## src/rtl/neuron_seq.sv

```systemverilog
// Sequencer for one neuron MACC: walks input/weight BRAMs per neuron, aligns
// en/last to BRAM read latency, and hands each result out over valid/ready.
//
// state    | meaning
// ---------+--------------------------------------------------------------
// IDLE     | waiting for start, MACC held in reset
// ISSUE    | one beat address per cycle for the current neuron
// WAIT_ACC | beats draining through the BRAM pipe, waiting on macc_valid
// OUTPUT   | result held on dout until the consumer accepts it
module neuron_seq #(
    parameter int PARALLEL_IN  = 4,
    parameter int DATA1_WIDTH  = 16,
    parameter int DATA2_WIDTH  = 16,
    parameter int ADDR_WIDTH   = 10,
    parameter int NEURON_WIDTH = 6,
    parameter int BRAM_LAT     = 2,
    parameter int DOUT_WIDTH   = 32
) (
    input  logic                                 clk,
    input  logic                                 rst,
    input  logic                                 start,
    input  logic [ADDR_WIDTH-1:0]                n_words,
    input  logic [NEURON_WIDTH-1:0]              n_neurons,
    output logic                                 busy,
    output logic                                 done,
    output logic [ADDR_WIDTH-1:0]                in_addr,
    output logic [NEURON_WIDTH+ADDR_WIDTH-1:0]   w_addr,
    input  logic [PARALLEL_IN*DATA1_WIDTH-1:0]   in_data,
    input  logic [PARALLEL_IN*DATA2_WIDTH-1:0]   w_data,
    output logic [PARALLEL_IN*DATA1_WIDTH-1:0]   macc_din1,
    output logic [PARALLEL_IN*DATA2_WIDTH-1:0]   macc_din2,
    output logic                                 macc_en,
    output logic                                 macc_last,
    output logic                                 macc_rst,
    input  logic [DOUT_WIDTH-1:0]                macc_dout,
    input  logic                                 macc_valid,
    output logic [DOUT_WIDTH-1:0]                dout,
    output logic [NEURON_WIDTH-1:0]              dout_neuron,
    output logic                                 dout_valid,
    input  logic                                 dout_ready
);

    typedef enum logic [1:0] {IDLE, ISSUE, WAIT_ACC, OUTPUT} state_t;

    state_t                    state, state_nxt;
    logic [ADDR_WIDTH-1:0]     beat, beat_last;
    logic [NEURON_WIDTH-1:0]   neuron, neuron_last;
    logic [BRAM_LAT-1:0]       en_sr, last_sr;
    logic                      issue, issue_last, accept, final_neuron;

    assign issue        = (state == ISSUE);
    assign issue_last   = issue && (beat == beat_last);
    assign accept       = (state == OUTPUT) && dout_valid && dout_ready;
    assign final_neuron = (neuron == neuron_last);

    assign busy      = (state != IDLE);
    assign in_addr   = beat;
    assign w_addr    = {neuron, beat};
    assign macc_din1 = in_data;
    assign macc_din2 = w_data;
    assign macc_en   = en_sr[BRAM_LAT-1];
    assign macc_last = last_sr[BRAM_LAT-1];

    always_comb begin
        state_nxt = state;
        case (state)
            IDLE:     if (start) state_nxt = ISSUE;
            ISSUE:    if (issue_last) state_nxt = WAIT_ACC;
            WAIT_ACC: if (macc_valid) state_nxt = OUTPUT;
            OUTPUT:   if (accept) state_nxt = final_neuron ? IDLE : ISSUE;
            default:  state_nxt = IDLE;
        endcase
    end

    always_ff @(posedge clk) begin
        if (rst) begin
            state       <= IDLE;
            beat        <= '0;
            beat_last   <= '0;
            neuron      <= '0;
            neuron_last <= '0;
            en_sr       <= '0;
            last_sr     <= '0;
            macc_rst    <= 1'b1;
            done        <= 1'b0;
            dout        <= '0;
            dout_neuron <= '0;
            dout_valid  <= 1'b0;
        end else begin
            state    <= state_nxt;
            // Strobes ride alongside the read so they meet the returning data.
            en_sr    <= BRAM_LAT'({en_sr, issue});
            last_sr  <= BRAM_LAT'({last_sr, issue_last});
            macc_rst <= (state_nxt == IDLE);
            done     <= accept && final_neuron;
            case (state)
                IDLE: begin
                    if (start) begin
                        // A count of zero still runs one beat / one neuron.
                        beat_last   <= (n_words == '0) ? '0 : n_words - 1'b1;
                        neuron_last <= (n_neurons == '0) ? '0 : n_neurons - 1'b1;
                        beat        <= '0;
                        neuron      <= '0;
                    end
                end
                ISSUE: begin
                    if (!issue_last) beat <= beat + 1'b1;
                end
                WAIT_ACC: begin
                    if (macc_valid) begin
                        dout        <= macc_dout;
                        dout_neuron <= neuron;
                        dout_valid  <= 1'b1;
                    end
                end
                OUTPUT: begin
                    if (accept) begin
                        dout_valid <= 1'b0;
                        if (!final_neuron) begin
                            neuron <= neuron + 1'b1;
                            beat   <= '0;
                        end
                    end
                end
                default: ;
            endcase
        end
    end

endmodule

```

## config.mk

```make
export PLATFORM = sky130hd
export DESIGN_NAME = neuron_seq
export DESIGN_NICKNAME = d
export VERILOG_FILES = /design/src/rtl/neuron_seq.sv
export SDC_FILE = /design/constraint.sdc
export NUM_CORES = 1
export LEC_CHECK = 0
export ABC_AREA = 1
export CAP_MARGIN = 10
export CORE_AREA = 2 2 147 149
export CTS_CLUSTER_DIAMETER = 30
export DETAILED_ROUTE_END_ITERATION = 16
export DIE_AREA = 0 0 149 151
export HOLD_SLACK_MARGIN = 0.15
export PLACE_DENSITY = 0.64
export SETUP_SLACK_MARGIN = 0.5
export SYNTH_ARGS = -nofsm -noshare
export SYNTH_HDL_FRONTEND = slang
export SYNTH_SLANG_ARGS = --single-unit
```

## constraint.sdc

```tcl
create_clock -name clk -period 3.3 [get_ports clk]
set_input_delay 0.66 -clock clk [delete_from_list [all_inputs] [get_ports clk]]
set_output_delay 0.66 -clock clk [all_outputs]
set_load 0.1 [all_outputs]
```

After elaboration in Yosys (flattened, before gate mapping)
Cells that the tools add are included.

storage, ports and cells
  input port bits = 181
  logic and storage cells = 63
  output and inout bits = 198
  register bits after elaboration = 79

cells by class
  equality and inequality tests = 10
  reduce and logical (&&, ||, !) cells = 17
  multiplexer cells = 20
  $add $sub $neg = 4

operators by type and width
  cell                     count
  $mux W10                 5
  $pmux W10 S3             1
  $mux W6                  4
  $pmux W6 S2              1
  $add A10 B1 Y10 const B  1
  $eq A10 B10 Y1           1
  $logic_not A10 Y1        1
  $ne A2 B2 Y1 const B     5
  $sub A10 B1 Y10 const B  1
  $mux W2                  4
  $pmux W2 S4              1
  $add A6 B1 Y6 const B    1
  $eq A6 B6 Y1             1
  $logic_not A6 Y1         1
  $reduce_bool A2 Y1       3
  $sub A6 B1 Y6 const B    1
  $reduce_and A5 Y1        1
  $eq A2 B2 Y1 const B     2
  $logic_and A1 B1 Y1      4
  $logic_not A2 Y1         2
  $reduce_and A2 Y1        2
  $reduce_and A4 Y1        1
  $mux W1                  3
  $reduce_and A3 Y1        1
  other kinds (3)          3

Depth between registers and ports, before layout
  word-level depth = 6
  mapped depth = 12
  gate-level depth less buffers = 11

Least setup slack after synthesis
Ideal clock, no wire load.

  kind = register to register
  start point = register beat[0], in the netlist in_addr[0]
  end point = register beat[4], in the netlist in_addr[4]
  data required time = 3.230 ns
  period minus slack after synthesis = 2.167 ns
  path slack = 1.133 ns
  path buffers = 0
  cell stages (with the launch flop) = 9
  arrival time = 2.097 ns
  library setup time = 0.070 ns
  path through = dfxtp_1 ha_1 nand2_1 inv_1 nand2_1 xor2_1 nor2_1 nand4_1 a21oi_1

between the ends
  word-level cells in the longest chain between the ends = 4
  elaborated cells between the ends (all ways) = 7
  those cells by class = add/sub: 1; eq/ne: 2; mux: 2; reduce/logical: 2

ends and longest elaborated chain
  item                                                                     line  RTL
  start: declaration                                                       46    logic [ADDR_WIDTH-1:0] beat, beat_last;
  start signal: assignment                                                 107   if (!issue_last) beat <= beat + 1'b1;
  parallel branches: the longest is 4 deep, another holds $add A10 B1 Y10  n/a

Parallel ways; which one is timed is not known. The select of a mux whose other input is x is not followed.
A chain may end at the register's enable or synchronous reset.

Worst setup path after layout
  start point = input port n_words[0]
  end point = register beat_last[9]

between the ends
  word-level cells in the longest chain between the ends = 2
  elaborated cells between the ends (all ways) = 3
  those cells by class = add/sub: 1; mux: 1; reduce/logical: 1

ends and longest elaborated chain
  item                                                  line  RTL
  start: declaration                                    22    input logic [ADDR_WIDTH-1:0] n_words,
  $sub A10 B1 Y10 or $logic_not A10 Y1 (tied branches)  100   beat_last <= (n_words == '0) ? '0 : n_words - 1'b1;
  $mux W10 *                                            100
  end signal: assignment                                100
  end: declaration                                      46

Mark *: on every way between the ends. The rest lies on a longest branch, timed or not.

==> results.md <==
* Status: finished, final reports clean
* Number of global-route vias before repair at 3189
* Post-DR wirelength/cell at 12.93 µm
* I/O pin count at 379
* Number of clock buffers inserted by TritonCTS at 9
* Mean cell area of the mapped netlist at 7.368 µm²
* Element type at the critical path start: primary input
* DRC at 0
* Synth Area in Compound Gates at 0.09677
* Type of the worst min-delay path: reg2reg
* Worst Clk Skew at 0.01194 ns
* Worst Tran Pin Value at 0.7583 ns
* Initial antenna violation count at 3
* All-Layer GR Usage at 0.09898
* Post-CTS Setup Repair Bufs at 0
* Largest cells by area after synthesis: dfxtp_1 (34%), buf_4 (22%), nand2_1 (12%)
* Core Box Area at 20820 µm²
* Area of the mapped netlist at 4642 µm²
* Post-synthesis cell type count at 31
* Area taken by flip-flops and latches at 1582 µm²
* Clock network fraction of design power at 0.356
* Total negative setup slack at 0 ns
* Maximum number of pins on one net before global-route repair at 47
* Share of the yosys chip area belonging to registers at 0.3407
* CP Data Required Time at 3.51 ns
* Synth Warn # at 0
* Fraction of layout cells with a size suffix above 1 at 0.2101
* Gpl congestion at 0.7379
* Starting DRT DRC Count at 105
* Chip height at 151 µm
* Register share of total power at 0.368
* Switching power total at 1.052 mW
* Unrepaired setup endpoints after global routing: false
* TritonCTS clock tree: yes
* Switching Fraction at 0.3631
* Number of placement rows at 53
* Maximum resistive drop on vdd at 0.2989 mV
* Adder-cell area share of the yosys netlist at 0.01348
* Total wirelength of the detailed-routed design at 11510 µm
* Effective utilization at floorplan at 0.2229
* Most used cells in the layout excluding fill and tap cells: nand2_1 (148), dfxtp_1 (79), buf_4 (72), a21oi_1 (53), clkdlybuf4s50_1 (51)
* CP Max Fanout at 10
* Total length of routed met2 wires at 4970 µm
* Most common library cell in the layout ignoring fill and taps: nand2_1
* Number of synthesized flops with an enable pin at 0
* Deepest clock path buffer count at 2
* Total design power at 2.896 mW
* Type of the worst setup path: in2reg
* Met1 layer wirelength in the final routing at 4654 µm
* Portion of netlist area occupied by mux cells at 0
* Antenna violation net count after detailed routing at 0
* Area leader, netlist: dfxtp_1
* Xor and xnor fraction of the mapped netlist area at 0.03585
* First-pass GRT wire length at 16910 µm
* GRT overflow at 0
* Vias per inst at 4.024
* Shortest period the worst path allows at 2.066 ns
* Top routing layer in use: met5
* Placed wire-length estimate at 8733 µm
* Port Buffer Count at 122
* Share of flip-flops with an asynchronous set or reset at 0
* Cts-stage hold buffer count at 0
* Fin Hold WS at 0.4110 ns
* Final core occ at 0.2511
* Root Driver: clkbuf_16
* Relative max-transition margin at 0.4937
* Fraction of the mapped netlist area in simple logic gates at 0.2323
* Internal power at 1.845 mW
* Period Utilization, post-route at 0.6261
* Width of the die at 149 µm
* Area of combinational cells with multiple inputs at 1757 µm²
* Data arrival time of the critical path at 2.28 ns
* Met3 routed wirelength at 1295 µm
* Total number of H-tree levels at 3
* Clock Pin Slew Worst Setup and Hold Paths at 0.06 ns
* Crit path capture type: flop
* Post-route cell area at 5228 µm²
* Placed cell areas at 4918 µm²
* Number of max-cap violations at 0
* DR vias at 3581
* Pleak at 2.072 nW
* Clk Latency, worst-skew pair at 0.34 ns
* Number of hold violations in the final report at 0
* Flop and latch count out of synthesis at 79
* Count of TritonRoute iterations in the first routing pass at 4
* Final setup violating endpoints at 0
* Count of clock tree sinks at 79
* Most used flip-flop cell after synthesis: dfxtp_1
* Max Clk Rate at 0.4840 GHz
* Instance count of the mapped netlist at 630
* Die area at 22500 µm²
* Combinational group share of total power at 0.276
* Final Net Count at 796
* Net count after synthesis at 816
* Number of gates resized after CTS at 0
* Combinational family with the most area after synthesis: buffers and inverters
* Share of Yosys cell area claimed by the top area cell type at 0.3407
* Power Dens Cells at 554.1 nW/µm²
* Filler cell count at 2285
* Area growth from synthesis to layout at 12.61%
* Total count of max-transition violations in the final report at 0
power groups by stage:
| stage | sequential [mW] | clock, mW | combinational [mW] |
|---|---|---|---|
| global route | 1.07 | 1.12 | 0.861 |
| global placement | 1.09 | 0 | 0.805 |
| detailed placement | 1.09 | 0 | 0.807 |
| CTS | 1.07 | 1.08 | 0.809 |
| finish | 1.06 | 1.03 | 0.800 |
| floorplan | 1.31 | 0 | 1.11 |
cell type report:
type,instances,share of cell area
clock inverter,5,0.01292
antenna,1,0.0004787
sequential,79,0.3025
inverter,48,0.03447
tap,275,0.06582
timing repair buffer,124,0.2020
multi-input combinational,348,0.3360
clock buffer,10,0.04572
path summary, 6_finish.rpt:
kind	end	slack, ns	cells past startpoint	startpoint
max	beat_last[9]	1.23	10	n_words[0]
min	en_sr[1]	0.41	2	en_sr[0]
min reg2reg	en_sr[1]	0.41	2	en_sr[0]
max reg2reg	macc_rst	1.49	7	state[1]
cell usage after synthesis, types with 2 or more instances:
cell type  count
buf_4        138
nor2_4         4
nand3_1       15
nand2_2        5
inv_1         35
nand2_1      148
a21oi_1       53
dfxtp_1       79
o21ai_0       15
nor2_2         8
nor2_1        33
o22ai_1       11
inv_2         13
xor2_1        13
a21oi_2        3
buf_2          6
nor3_1         6
buf_1          2
ha_1           5
nand4_1       12
clkbuf_1       6
xnor2_1        6
or2_1          2
nand3_2        4
buf_6          2
sequential cells by signal, indices dropped and copies added (netlist names):
name / flops
state: 2
dout: 32
dout_neuron: 6
neuron: 6
neuron_last: 6
dout_valid: 1
last_sr: 2
macc_rst: 1
in_addr: 10
en_sr: 2
done: 1
beat_last: 10
logic make-up (layout without fill, tap and decap cells):
family	Yosys count	after routing
buf+inv	203	187
simple gates	240	240
other cells	0	1
xor+xnor	19	19
compound gates	84	84
flops	79	79
fa+ha+maj	5	5
per-layer routing:
| metal | up-vias | GRT usage |
|---|---|---|
| met5 | - | 0 |
| met4 | 2 | 0.07238 |
| met3 | 44 | 0.04849 |
| met2 | 157 | 0.1495 |
| met1 | 1554 | 0.1077 |
| li1 | 1824 | - |
worst max-delay path: stages:
cell             delay, ns
clkdlybuf4s50_1       0.43
inv_1                 0.10
ha_1                  0.21
nand3_1               0.14
nor3_2                0.18
nand3_1               0.10
nand2_1               0.25
a21oi_1               0.07
o21ai_0               0.08
o21ai_1               0.08
per-stage QoR:
stage / cells / setup slack (ns)
after floorplan: 630 / 1.133
after global placement: 874 / 0.9001
after detailed placement: 874 / 0.8616
after CTS: 889 / 1.221
after global routing: 889 / 1.051
final: 890 / 1.234
No activity file was read; power rests on OpenSTA's default activity.
